--- src/rtl/serial_subtractor_if.sv ---
// ============================================================================
//  Module   : serial_subtractor_if
//  Brief    : Operand/result handshake bundle for the bit-serial subtractor.
//  Revision : 1.0 - initial release
// ============================================================================
`default_nettype none

interface serial_subtractor_if #(
    parameter int DATA_WIDTH = 4
);
    logic [DATA_WIDTH-1:0] a;
    logic [DATA_WIDTH-1:0] b;
    logic                  bi;
    logic                  in_vld;
    logic                  in_rd;
    logic [DATA_WIDTH-1:0] d;
    logic                  bo;
    logic                  out_vld;
    logic                  out_rd;

    modport master (
        output a, b, bi, in_vld, out_rd,
        input  in_rd, d, bo, out_vld
    );

    modport slave (
        input  a, b, bi, in_vld, out_rd,
        output in_rd, d, bo, out_vld
    );
endinterface

`default_nettype wire

--- src/rtl/serial_subtractor.sv ---
// ============================================================================
//  Module   : serial_subtractor
//  Brief    : Bit-serial ripple-borrow subtractor, d = a - b - bi, LSB first.
//  Revision : 1.0 - initial release
// ============================================================================
`default_nettype none

module serial_subtractor #(
    parameter int DATA_WIDTH = 4
) (
    input  logic                clk,
    input  logic                rst,
    serial_subtractor_if.slave  bus
);

    localparam int CNT_W = (DATA_WIDTH > 1) ? $clog2(DATA_WIDTH) : 1;
    localparam logic [CNT_W-1:0] LAST_CNT = CNT_W'(DATA_WIDTH - 1);

    typedef enum logic [1:0] {
        IDLE = 2'd0,
        RUN  = 2'd1,
        DONE = 2'd2
    } state_t;

    state_t                state;
    state_t                state_next;
    logic [CNT_W-1:0]      cnt;
    logic [DATA_WIDTH-1:0] a_sh;
    logic [DATA_WIDTH-1:0] b_sh;
    logic [DATA_WIDTH-1:0] res_sh;
    logic                  borrow;
    logic [DATA_WIDTH-1:0] d_reg;
    logic                  bo_reg;

    logic                  accept;
    logic                  release_out;
    logic                  last_bit;
    logic                  bit_a;
    logic                  bit_b;
    logic                  diff_bit;
    logic                  borrow_next;
    logic [DATA_WIDTH-1:0] res_next;
    logic                  in_rd_int;
    logic                  out_vld_int;

    // ------------------------------------------------------------------
    // Control FSM
    // ------------------------------------------------------------------
    always_ff @(posedge clk) begin
        if (rst) begin
            state <= IDLE;
        end else begin
            state <= state_next;
        end
    end

    always_comb begin
        state_next  = state;
        in_rd_int   = 1'b0;
        out_vld_int = 1'b0;
        accept      = 1'b0;
        release_out = 1'b0;
        last_bit    = (cnt == LAST_CNT);
        case (state)
            IDLE: begin
                in_rd_int = ~rst;
                accept    = bus.in_vld & ~rst;
                if (accept) begin
                    state_next = RUN;
                end
            end
            RUN: begin
                if (last_bit) begin
                    state_next = DONE;
                end
            end
            DONE: begin
                out_vld_int = 1'b1;
                release_out = bus.out_rd;
                if (release_out) begin
                    state_next = IDLE;
                end
            end
            default: begin
                state_next = IDLE;
            end
        endcase
    end

    // ------------------------------------------------------------------
    // Full-subtractor cell, iterated over the operand bits
    // ------------------------------------------------------------------
    always_comb begin
        bit_a       = a_sh[0];
        bit_b       = b_sh[0];
        diff_bit    = bit_a ^ bit_b ^ borrow;
        borrow_next = (~bit_a & bit_b) | (~(bit_a ^ bit_b) & borrow);
        // New difference bit enters at the MSB so the LSB lands at bit 0 last.
        res_next    = (res_sh >> 1) | (DATA_WIDTH'(diff_bit) << (DATA_WIDTH - 1));
    end

    always_ff @(posedge clk) begin
        if (rst) begin
            cnt    <= '0;
            a_sh   <= '0;
            b_sh   <= '0;
            res_sh <= '0;
            borrow <= 1'b0;
            d_reg  <= '0;
            bo_reg <= 1'b0;
        end else begin
            case (state)
                IDLE: begin
                    if (accept) begin
                        a_sh   <= bus.a;
                        b_sh   <= bus.b;
                        borrow <= bus.bi;
                        cnt    <= '0;
                    end
                end
                RUN: begin
                    a_sh   <= a_sh >> 1;
                    b_sh   <= b_sh >> 1;
                    res_sh <= res_next;
                    borrow <= borrow_next;
                    cnt    <= cnt + 1'b1;
                    // The published result only changes once the word is complete.
                    if (last_bit) begin
                        d_reg  <= res_next;
                        bo_reg <= borrow_next;
                    end
                end
                default: begin
                end
            endcase
        end
    end

    assign bus.in_rd   = in_rd_int;
    assign bus.out_vld = out_vld_int;
    assign bus.d       = d_reg;
    assign bus.bo      = bo_reg;

endmodule

`default_nettype wire
--- src/flat_wrapper.sv ---
// flat-port wrapper written by rule: the top's interface ports become plain ports
module serial_subtractor_flat 
#(
    parameter int DATA_WIDTH = 4
)
  (clk, rst, bus_a, bus_b, bus_bi, bus_in_vld, bus_out_rd, bus_in_rd, bus_d, bus_bo, bus_out_vld);
  serial_subtractor_if #(.DATA_WIDTH(DATA_WIDTH)) bus_i ();
  input  logic clk;
  input  logic rst;
  input wire logic [$bits(bus_i.a)-1:0] bus_a;
  input wire logic [$bits(bus_i.b)-1:0] bus_b;
  input wire logic [$bits(bus_i.bi)-1:0] bus_bi;
  input wire logic [$bits(bus_i.in_vld)-1:0] bus_in_vld;
  input wire logic [$bits(bus_i.out_rd)-1:0] bus_out_rd;
  output wire logic [$bits(bus_i.in_rd)-1:0] bus_in_rd;
  output wire logic [$bits(bus_i.d)-1:0] bus_d;
  output wire logic [$bits(bus_i.bo)-1:0] bus_bo;
  output wire logic [$bits(bus_i.out_vld)-1:0] bus_out_vld;
  assign bus_i.a = bus_a;
  assign bus_i.b = bus_b;
  assign bus_i.bi = bus_bi;
  assign bus_i.in_vld = bus_in_vld;
  assign bus_i.out_rd = bus_out_rd;
  assign bus_in_rd = bus_i.in_rd;
  assign bus_d = bus_i.d;
  assign bus_bo = bus_i.bo;
  assign bus_out_vld = bus_i.out_vld;
  serial_subtractor #(.DATA_WIDTH(DATA_WIDTH)) u_core (.clk(clk), .rst(rst), .bus(bus_i));
endmodule
--- config.mk ---
export PLATFORM = sky130hd
export DESIGN_NAME = serial_subtractor_flat
export DESIGN_NICKNAME = d
export VERILOG_FILES = /design/src/rtl/serial_subtractor_if.sv /design/src/rtl/serial_subtractor.sv /design/src/flat_wrapper.sv
export SDC_FILE = /design/constraint.sdc
export NUM_CORES = 1
export LEC_CHECK = 0
export CAP_MARGIN = 15
export CORE_UTILIZATION = 44
export CTS_BUF_LIST = sky130_fd_sc_hd__clkbuf_4 sky130_fd_sc_hd__clkbuf_8 sky130_fd_sc_hd__clkbuf_16
export DETAILED_ROUTE_END_ITERATION = 7
export GPL_TIMING_DRIVEN = 0
export PLACE_DENSITY = 0.73
export SYNTH_ARGS = -nofsm -noshare
export SYNTH_HDL_FRONTEND = slang
export SYNTH_SLANG_ARGS = --single-unit
--- constraint.sdc ---
create_clock -name clk -period 1.1 [get_ports clk]
set_input_delay 0.22 -clock clk [delete_from_list [all_inputs] [get_ports clk]]
set_output_delay 0.22 -clock clk [all_outputs]
set_load 0.02 [all_outputs]
After elaboration in Yosys (flattened, before gate mapping)
Cells that the tools add are included.
{ "totals": {"out_inout_bits": 7, "register_bits": 22, "memories": 0, "mem_bits_ro": 0, "word_cells": 46, "latch_bits": 0, "mem_bits_rw": 0} }
{ "classes": {"reduce_logical": 5, "bitwise": 10, "n_lt_le_gt_ge": 0, "n_addsub": 1, "mux": 15, "n_div": 0, "eq_ne": 7, "n_shift": 0, "mul": 0} }
{ "op_table": {"columns": ["cell", "n"], "rows": [
  ["$pmux 4 s2", 2],
  ["$mux 2", 4],
  ["$mux 4", 2],
  ["$ne 2x1->1 const B", 3],
  ["$pmux 2 s3", 1],
  ["$eq 2x2->1 const B", 2],
  ["$mux 1", 4],
  ["$or 3x4->4", 1],
  ["$pmux 2 s2", 1],
  ["$reduce_and 2->1", 2],
  ["$and 1x1->1", 3],
  ["$not 1->1", 3],
  ["$reduce_and 3->1", 1],
  ["$add 2x1->2 const B", 1],
  ["$eq 2x1->1 const B", 1],
  ["$logic_not 2->1", 1],
  ["$ne 2x2->1 const B", 1],
  ["$pmux 1 s2", 1],
  ["$reduce_bool 2->1", 1],
  ["$xor 1x1->1", 2],
  ["$or 1x1->1", 1]
]} }

Depth between registers and ports, before layout
{ "logic_depth": {"depth_word": 5, "depth_mapped": 5, "ltp_nobuf": 5} }

Worst setup path before layout
OpenSTA, ideal clock, no wires.
{ "synth_timing": {"kind": "flip-flop to output port", "from": "register u_core.state[0]", "to": "output port bus_in_rd", "slack_ns": -0.171, "stages_incl_launch_ff": 4, "required_time_ns": 0.880, "n_path_buf": 2, "t_arrival_ns": 1.051, "cell_sequence": "dfxtp_1 -> buf_6 -> buf_6 -> nor3_1"} }
{ "synth_between": {"elab_chain_cells": 2} }
{ "synth_rtl": {"columns": ["element", "line_no", "source"], "rows": [
  ["from (decl)", "serial_subtractor.sv:25", "state_t state;"],
  ["from (signal assigned)", "serial_subtractor.sv:53", "state <= state_next;"],
  ["$logic_not 2->1", "serial_subtractor.sv:64", "case (state)"],
  ["$mux 1", "serial_subtractor.sv:64", null],
  ["to (decl)", "flat_wrapper.sv:15", "output wire logic [$bits(bus_i.in_rd)-1:0] bus_in_rd;"]
]} }
No other way between the ends.

Worst setup path in the final report
Ends and elaborated chain as after synthesis.

==> flow_summary.json <==
{
  "crit_arrival_ns": 1.14,
  "grt_use_met3_pct": 4.36,
  "final_util_pct": 79.4,
  "grt_pass1_wl_um": 4240,
  "cts_tree": "built",
  "grt_pass1_vias": 929,
  "cp.required_ns": 0.88,
  "worstSkewPairLatency_ns": 0.31,
  "drv_slew": 0,
  "grt_use_total_pct": 23.2,
  "ys_warn_count": 0,
  "antenna_cells": 0,
  "rows": 16,
  "vias": 859,
  "cp-start-kind": "flop",
  "core_um2": 2040,
  "fin_hold_ws_ns": 0.309,
  "die_y_um": 49.4,
  "final.setup.tns_ns": -2.59,
  "grt_overflow_total": 0,
  "critPathCaptureType": "primary output",
  "violations": "setup timing",
  "grt_antenna_before_repair": 0,
  "ys_top_cells_by_count": "dfxtp_1 (21), mux2i_1 (13), nor2_1 (11), a211oi_2 (7), a21oi_1 (7)",
  "cts_inserted_buffers": 3,
  "finalClockSkew_ns": 0.00952,
  "initial_core_util_pct": 48.3,
  "cp_slowest_cell": "dfxtp_4",
  "synth_edf_count": 0,
  "rsz0062_at_grt": "true",
  "wl_per_cell_um": 16.7,
  "clkTransAtPathRegs_ns": 0.13,
  "routed_wl_um": 2730,
  "seq_area_frac_synth_pct": 42.6,
  "setup_ws_ns": -0.263,
  "postCtsHoldBufs": 0,
  "path_cells": "buf_12, nor3_4, buf_6",
  "ys_ff_latch": 21,
  "grt_max_degree": 12,
  "cts_root_buf": "clkbuf_4",
  "layout.nets": 152,
  "area_growth_pct": 64.3,
  "setup_violations": 22,
  "ys_top_cells_by_area": "dfxtp_1 (43%), mux2i_1 (13%), a211oi_2 (8.9%)",
  "crit_path_max_fanout": 2,
  "dp_hpwl_um": 1360,
  "gr-usage-met1_pct": 26.3,
  "reg2reg_slack_ns": -0.20,
  "ant_nets": 0,
  "h-tree-depth": 1,
  "netlist_area_um2": 987,
  "use_met2_pct": 41.1,
  "crit_type": "reg2out",
  "final_layout_size_suffix_gt1_share_pct": 58.8,
  "synth_area_leader_cell": "dfxtp_1",
  "synth_cell_types": 26,
  "drv_cap": 0,
  "synth_top_cell_area_share_pct": 42.6,
  "drt-pass1-iter-count": 3,
  "hp-class": "in2reg",
  "busiest_layer": "met2",
  "fin_crit_ns": 1.36,
  "ys.flop_type": "dfxtp_1",
  "async_reset_ff_share_pct": 0,
  "period_share_pct": 124,
  "max-vdd-ir-drop_v": 0.000883,
  "die-area_um2": 2440,
  "clock_sinks": 21,
  "hold_viol": 0,
  "leakage_nw": 0.646,
  "synth_nets": 111,
  "avgViaCountPerCell": 5.27,
  "portBuffers": 19,
  "drc": 0,
  "clockBufferDepth": 2,
  "die_w_um": 49.4,
  "ioPinCount": 20,
  "syn_inst": 96,
  "p_per_area_nw_per_um2": 1040,
  "first_iter_violations": 8,
  "cp_top_family": "flip-flops",
  "critical_path_buf_inv_count": 2,
  "tightestPinTransition_ns": 0.545,
  "gp_congestion": 0.704,
  "cpPeakStageDelay_ns": 0.39,
  "syn_area_per_cell_um2": 10.3,
  "status": "finished, violations left",
  "max_freq_mhz": 733,
  "yosysMostFrequentCell": "dfxtp_1",
  "relSlewSlack_pct": 63.7
}
==> cells by family after synthesis <==
logic type	count (synthesis)	share of synthesized area, %
simple gates	30	16.9
fa+ha+maj	2	3.30
flops	21	42.6
compound gates	19	16.6
buf+inv	11	7.48
mux	13	13.2
==> cells in the final DEF, fill, tap and decap left out, drive strengths merged <==
cell type	netlist	final
nand4bb	2	2
nand2	4	4
nand2b	1	1
nor2	14	14
nor2b	2	2
clkbuf	2	6
nand3b	1	1
o21ai	2	2
nand3	4	4
ha	1	1
o21ba	1	1
inv	4	4
buf	5	29
a22oi	1	1
mux2i	13	13
a211oi	7	7
nor3	2	2
dlygate4sd2	0	2
dfxtp	21	21
o21bai	1	1
clkdlybuf4s50	0	10
a21oi	7	7
fa	1	1
==> layer usage <==
layer	part of all wire (%)	vias up
met5	0	-
met4	2.4	0
met3	2.3	6
met2	50	16
met1	45	423
li1	-	414
==> where the power goes <==
group	switching (mW)	internal, mW	total (mW)
logic	0.186	0.248	0.434
registers	0.0420	0.802	0.844
clock network	0.243	0.166	0.409
==> timing repair <==
action / 4_1_cts / 5_1_grt
pin swaps: 6 / 11
buffers inserted: 9 / 8
gates cloned: 2 / 1
setup endpoints to repair: 23 / 22
resized for setup: 67 / 32
==> stage by stage <==
| step | power (mW) | instance area [um^2] | instances | worst slack, ns |
|---|---|---|---|---|
| detailed placement | 1.11 | 1220 | 142 | -0.823 |
| global route | 1.75 | 1620 | 163 | -0.290 |
| floorplan | 1.02 | 996 | 96 | -0.0307 |
| CTS | 1.59 | 1440 | 156 | -0.236 |
| finish | 1.69 | 1620 | 163 | -0.263 |
| global placement | 1.10 | 1220 | 142 | -0.826 |
==> worst paths after layout <==
kind                            to  cells after the start       startpoint
hold / removal      u_core.b_sh[2]                      2              rst
hold reg to reg    u_core.bus.d[1]                      2  u_core.bus.d[1]
setup / recovery         bus_in_rd                      3  u_core.state[0]
setup reg to reg  u_core.res_sh[3]                      6  u_core.state[1]
==> layout make-up <==
type / instances / area (um^2)
Clock buffer: 4 / 30.0
Timing Repair Buffer: 37 / 389
Sequential cell: 21 / 430
Tap cell: 27 / 33.8
Multi-Input combinational cell: 64 / 647
Buffer: 6 / 76.3
Fill cell: 117 / 420
Inverter: 4 / 15.0
Power figures use the tool's default switching activity.
